### config.mk
export PLATFORM = sky130hd
export DESIGN_NAME = row_dispatch_scheduler
export DESIGN_NICKNAME = d
export VERILOG_FILES = /design/src/rtl/row_dispatch_scheduler.sv
export SDC_FILE = /design/constraint.sdc
export NUM_CORES = 1
export LEC_CHECK = 0
export ABC_AREA = 1
export BUFFER_PORTS_ARGS = -buffer_cell sky130_fd_sc_hd__buf_2
export CAP_MARGIN = 25
export CELL_PAD_IN_SITES_DETAIL_PLACEMENT = 0
export CELL_PAD_IN_SITES_GLOBAL_PLACEMENT = 1
export CORE_ASPECT_RATIO = 0.75
export CORE_UTILIZATION = 38
export DETAILED_ROUTE_END_ITERATION = 16
export GPL_TIMING_DRIVEN = 0
export PLACE_DENSITY_LB_ADDON = 0.1
export SYNTH_ARGS = -nofsm -noshare
export SYNTH_HDL_FRONTEND = slang
export SYNTH_SLANG_ARGS = --single-unit
### constraint.sdc
create_clock -name clk -period 2.1 [get_ports clk]
set_clock_uncertainty 0.2 [all_clocks]
set_input_delay 0.21 -clock clk [delete_from_list [all_inputs] [get_ports clk]]
set_output_delay 0.21 -clock clk [all_outputs]
set_load 0.005 [all_outputs]
### src/rtl/row_dispatch_scheduler.sv
// Dynamic row dispatcher: hands row indices to whichever row engine is idle,
// counts write-backs and flags done once every row of the job has completed.
module row_dispatch_scheduler #(
  parameter int NUM_ROWS    = 8,
  parameter int NUM_WORKERS = 2,
  parameter int ROW_W       = 4
) (
  input  logic                         clk,
  input  logic                         reset,
  input  logic                         start,
  input  logic [NUM_WORKERS-1:0]       worker_done,
  output logic [NUM_WORKERS-1:0]       worker_start,
  output logic [NUM_WORKERS*ROW_W-1:0] worker_row,
  output logic                         busy,
  output logic                         done,
  output logic [ROW_W:0]               rows_done
);

  typedef enum logic [1:0] {IDLE, RUN, FINISH} state_t;

  localparam logic [ROW_W:0] ROWS_MAX = (ROW_W+1)'(NUM_ROWS);
  localparam logic [ROW_W:0] ONE      = (ROW_W+1)'(1);

  state_t                       state, state_next;
  logic [ROW_W:0]               next_row, next_row_nxt, row_base;
  logic [NUM_WORKERS-1:0]       engine_busy, engine_busy_nxt;
  logic [NUM_WORKERS-1:0]       valid_done, avail, grant;
  logic [NUM_WORKERS-1:0]       worker_start_nxt;
  logic [NUM_WORKERS*ROW_W-1:0] worker_row_nxt;
  logic [ROW_W:0]               done_count, rows_done_nxt;
  logic                         dispatch, busy_nxt, done_nxt;

  always_ff @(posedge clk) begin
    if (reset) begin
      state        <= IDLE;
      next_row     <= '0;
      engine_busy  <= '0;
      worker_start <= '0;
      worker_row   <= '0;
      busy         <= 1'b0;
      done         <= 1'b0;
      rows_done    <= '0;
    end else begin
      state        <= state_next;
      next_row     <= next_row_nxt;
      engine_busy  <= engine_busy_nxt;
      worker_start <= worker_start_nxt;
      worker_row   <= worker_row_nxt;
      busy         <= busy_nxt;
      done         <= done_nxt;
      rows_done    <= rows_done_nxt;
    end
  end

  always_comb begin
    state_next       = state;
    next_row_nxt     = next_row;
    engine_busy_nxt  = engine_busy;
    worker_start_nxt = '0;
    worker_row_nxt   = worker_row;
    busy_nxt         = busy;
    done_nxt         = done;
    rows_done_nxt    = rows_done;
    valid_done       = '0;
    avail            = '0;
    grant            = '0;
    done_count       = '0;
    dispatch         = 1'b0;
    row_base         = next_row;

    case (state)
      IDLE: begin
        // Row 0 is dispatched on the accepting edge so the first engine starts one cycle after start.
        if (start) begin
          busy_nxt        = 1'b1;
          done_nxt        = 1'b0;
          rows_done_nxt   = '0;
          engine_busy_nxt = '0;
          row_base        = '0;
          avail           = '1;
          dispatch        = 1'b1;
          state_next      = RUN;
        end
      end
      RUN: begin
        valid_done = worker_done & engine_busy;
        for (int i = 0; i < NUM_WORKERS; i++)
          done_count = done_count + {{ROW_W{1'b0}}, valid_done[i]};
        rows_done_nxt   = rows_done + done_count;
        engine_busy_nxt = engine_busy & ~valid_done;
        // Availability uses the pre-completion busy mask: a freed engine waits one cycle.
        avail           = ~engine_busy;
        dispatch        = (next_row < ROWS_MAX);
        if (rows_done == ROWS_MAX)
          state_next = FINISH;
      end
      FINISH: begin
        busy_nxt   = 1'b0;
        done_nxt   = 1'b1;
        state_next = IDLE;
      end
      default: state_next = IDLE;
    endcase

    for (int i = 0; i < NUM_WORKERS; i++)
      if (dispatch && avail[i] && (grant == '0))
        grant[i] = 1'b1;

    if (grant != '0) begin
      worker_start_nxt = grant;
      engine_busy_nxt  = engine_busy_nxt | grant;
      next_row_nxt     = row_base + ONE;
      for (int i = 0; i < NUM_WORKERS; i++)
        if (grant[i])
          worker_row_nxt[i*ROW_W +: ROW_W] = row_base[ROW_W-1:0];
    end
  end

endmodule

### Word level (Yosys, flattened, before mapping)

Index checks and enable logic that the tools add are counted.
Widths: inputs -> output; s select.

* multipliers: 0
* bitwise gates (word level): 7
* $add $sub $neg: 3
* order comparisons: 1
* reductions and logical operators: 13
* eq/ne operators: 5
* div/mod/pow operators: 0
* shifts and indexed selects: 0
* muxes and demuxes: 20

Operators with widths (number)
* $mux 5: 3
* $pmux 2 s2: 3
* $mux 2: 5
* $pmux 5 s2: 1
* $reduce_and 2->1: 5
* $pmux 1 s2: 3
* $reduce_bool 2->1: 3
* $add 5x1->5 const B: 1
* $add 5x2->5: 1
* $eq 5x4->1 const B: 1
* $lt 5x4->1 const B: 1
* $mux 1: 5
* $and 2x2->2: 2
* $ne 2x2->1 const B: 2
* $not 2->2: 2
* $logic_and 1x1->1: 3
* $add 1x1->2: 1
* $eq 2x1->1 const B: 1
* $eq 2x2->1 const B: 1
* $logic_not 2->1: 1
* $not 1->1: 2
* $or 2x2->2: 1
* $reduce_or 2->1: 1

* input port bits: 5
* RAM bits: 0
* bits in registers: 26
* memories kept: 0
* bits in latches: 0
* output and inout bits: 17
* memory bits (read-only): 0
* word-level logic and storage cells: 58

### Longest topological paths before layout

* depth after elaboration: 10
* mapped depth: 9
* gate-level depth less buffers: 9

### Worst setup path before layout

Ideal clock, no wire load.

* kind: reg-to-reg
* from: register engine_busy[0]
* to: register rows_done[4]
* data arrival time: 1369 ps
* period minus slack after synthesis: 1688 ps
* library setup time: 119 ps
* path buffers: 0
* stages on the path, launching flop included: 8
* path slack: 412 ps
* required time: 1781 ps
* path through: dfxtp_1 nand2_1 fa_1 inv_1 ha_1 nand4_1 o21ai_0 a21oi_1

* cells in the longest elaborated chain, start to end: 4

RTL lines
* from (decl): line 26 `logic [NUM_WORKERS-1:0] engine_busy, engine_busy_nxt;`
* from (signal assigned): line 46 `engine_busy <= engine_busy_nxt;`
* $and 2x2->2: line 86 `valid_done = worker_done & engine_busy;`
* $add 1x1->2: line 88 `done_count = done_count + {{ROW_W{1'b0}}, valid_done[i]};`
* $add 5x2->5: line 89 `rows_done_nxt = rows_done + done_count;`
* $pmux 5 s2: line 71 `case (state)`
* to (signal assigned): line 51 `rows_done <= rows_done_nxt;`
* to (decl): line 16 `output logic [ROW_W:0] rows_done`

No other way between the ends.
A chain may end at the register's enable or synchronous reset.

### Final worst setup path

Ends and elaborated chain as after synthesis.

==> impl_metrics.tcl <==
set metrics [dict create \
    run_status "complete, no violations" \
    port_buffers 20 \
    crit_chain "nand2_1 -> fa_1 -> inv_1 -> ha_1 -> nand4_1 -> o21ai_0 -> a21oi_1" \
    cts-resized-gates 0 \
    fmax_mhz 546 \
    relSlewSlack 0.673 \
    via_count 986 \
    seq_power_share 0.495 \
    wl_per_cell_um 11.5 \
    finalCriticalPeriod_ps 1830 \
    synth_top_area_share 0.449 \
    slew_viol_final 0 \
    htreeDepth 1 \
    cts_buffers 3 \
    cts.clk_slew.worst_paths_ps 90 \
    finalWeightedCongestion 0.768 \
    nets 187 \
    slowest_delay_ps 410 \
    area_delta_synth_final_pct 19.5 \
    min_from "worker_done[1]" \
    rsz0062_at_grt "false" \
    pwr_density_cell_nw_per_um2 768 \
    grt_pass1_vias 901 \
    via_per_inst 4.61 \
    cts_buffer_depth 2 \
    num_io_pins 22 \
    dr.pass1.iters 4 \
    tightest_slew_ps 491 \
    fp.dieH_um 49.8 \
    fin_util 0.505 \
    num_antenna_cells 0 \
    regArea_um2 520 \
    drt_wl_total_mm 2.46 \
    drive_gt1_frac 0.225 \
    startpoint "engine_busy[0]" \
    p_clk_frac 0.383 \
    comb_power_share 0.122 \
    ir_drop_mv 0.458 \
    p_leak_uw 0.000643 \
    synth-adder-area-share 0.0388 \
    num_rows 16 \
    synth_xor_area_frac 0 \
    switching_share 0.234 \
    multiInputGateArea_um2 532 \
    cap_viol_max_count 0 \
    met1_length_mm 1.25 \
    antenna_found_initial 0 \
    final_common_cell "nand2_1" \
    cp_max_fo 4 \
    synth_nets 161 \
    design_area_um2 1390 \
    fin_cells 214 \
    rrSetupSlack_ps 270 \
    synth-seq-cells 26 \
    grt_max_degree 16 \
    ant_nets 0 \
    fin_crit_sh 0.872 \
    worstPathRequired_ps 2060 \
    synth.distinct_cells 22 \
    drt_iter0_markers 48 \
    r2r-start "engine_busy[0]" \
    critPathBufInv 1 \
    ys_seq_area_frac 0.449 \
    fp.dieW_um 65.8 \
    layout_common_cells "43 x nand2_1, 26 x dfxtp_1, 22 x nor2_1" \
    place_inst 209 \
    overflow 0 \
    yosysWarningCount 0 \
    root_buffer "clkbuf_8" \
    cts.sinks 26 \
    yosys.area_share.simple 0.344 \
    crit_family "adder cells" \
    post_cts_buffers 0 \
    syn_area_per_cell_um2 7.58 \
    track_usage 0.169 \
    synth_top_family_by_area "simple AND/OR/NAND/NOR gates" \
    clk_latency_ps 270 \
    coreArea_um2 2740 \
    ctsHoldBuffers 1 \
    dieArea_um2 3280 \
    synthCells 153 \
    synth_mux_area_frac 0 \
    end_kind "flip-flop" \
    setup-violations-final 0 \
    cp.arrival_ps 1790 \
    worstHoldPathType "in -> reg" \
    hold_viol 0 \
    grt_pass1_wl_mm 4.11 \
    cts_tree "built" \
    yosys-top-cells-area "dfxtp_1 45%, nand2_1 14%, nor2_1 7.1%" \
    top_layer "met4" \
    critical_path_class "reg -> reg" \
    netlist_area_um2 1160 \
    n_fill_cell 263 \
    wl_met3_um 96 \
    drc 0 \
    p_switching_uw 250 \
    wl_met2_mm 1.10 \
    post-dp-hpwl_mm 1.78 \
    p_int_uw 816 \
    startpoint_type "flip-flop" \
    start_util 0.423 \
    synth_compound_area_frac 0.0755 \
    synth_top_area_cell "dfxtp_1" \
    cpMaxStageDelayCell "dfxtp_1" \
    place_area_um2 1310 \
    tns_ps 0 \
]
through the flow:
step | hold WS (ps) | worst slack, ps | power [uW]
4_1_cts | 37.1 | 248 | 1080
5_1_grt | 63.3 | 132 | 1130
3_3_place_gp | 223 | 307 | 664
3_5_place_dp | 226 | 280 | 667
2_1_floorplan | 203 | 412 | 630
6_report | 47.0 | 269 | 1070
cell usage after synthesis:
library cell / n
buf_6: 2
nor2_2: 3
nand2_1: 43
clkbuf_2: 1
a22oi_1: 1
nand4_1: 3
nor2_4: 1
inv_2: 4
ha_1: 2
nand3_4: 2
nand3_1: 5
buf_2: 1
nor2_1: 22
fa_1: 1
nand4_4: 1
inv_1: 15
clkbuf_1: 1
dfxtp_1: 26
o21ai_0: 4
nand3_2: 1
a21oi_1: 12
nand3b_1: 2
power groups by stage:
stage          Sequential (uW)  Combinational (uW)  Clock [uW]
4_1_cts                    527                 132         424
3_3_place_gp               538                 126           0
3_5_place_dp               539                 128           0
6_report                   527                 130         408
5_1_grt                    530                 149         450
2_1_floorplan              538                92.4           0
routing by layer:
metal	vias to the layer above	GRT usage
met4	0	0.0217
met5	-	0
met2	18	0.255
li1	529	-
met1	437	0.241
met3	2	0.0486
registers in the layout (all words and copies together), names as in the netlist:
| name | count |
|---|---|
| worker_row | 8 |
| next_row | 5 |
| rows_done | 5 |
| engine_busy | 2 |
| state | 2 |
| worker_start | 2 |
| busy | 1 |
| done | 1 |
worst paths after layout:
path,endpoint,cells after the start
max,rows_done[4],7
min,engine_busy[1],4
max reg2reg,rows_done[4],7
min reg2reg,worker_row[3],2
cell type report:
cell class / count / share of cell area
Tap cell: 36 / 0.0325
Sequential cell: 26 / 0.375
Timing Repair Buffer: 21 / 0.0794
Multi-Input combinational cell: 103 / 0.384
Clock buffer: 3 / 0.0298
Clock inverter: 1 / 0.0217
Buffer: 5 / 0.0262
Inverter: 19 / 0.0514
kinds of logic (layout without fill, tap and decap cells):
group / after synthesis / in the layout
compound gates: 17 / 17
fa+ha+maj: 3 / 3
buf+inv: 24 / 49
flops: 26 / 26
simple gates: 83 / 83
tightest hold or removal path, stage by stage:
cell and delay, ps:
buf_2 90, nand2_1 50, nand3_1 60, a21oi_1 60
(Power assumes the default switching activity.)
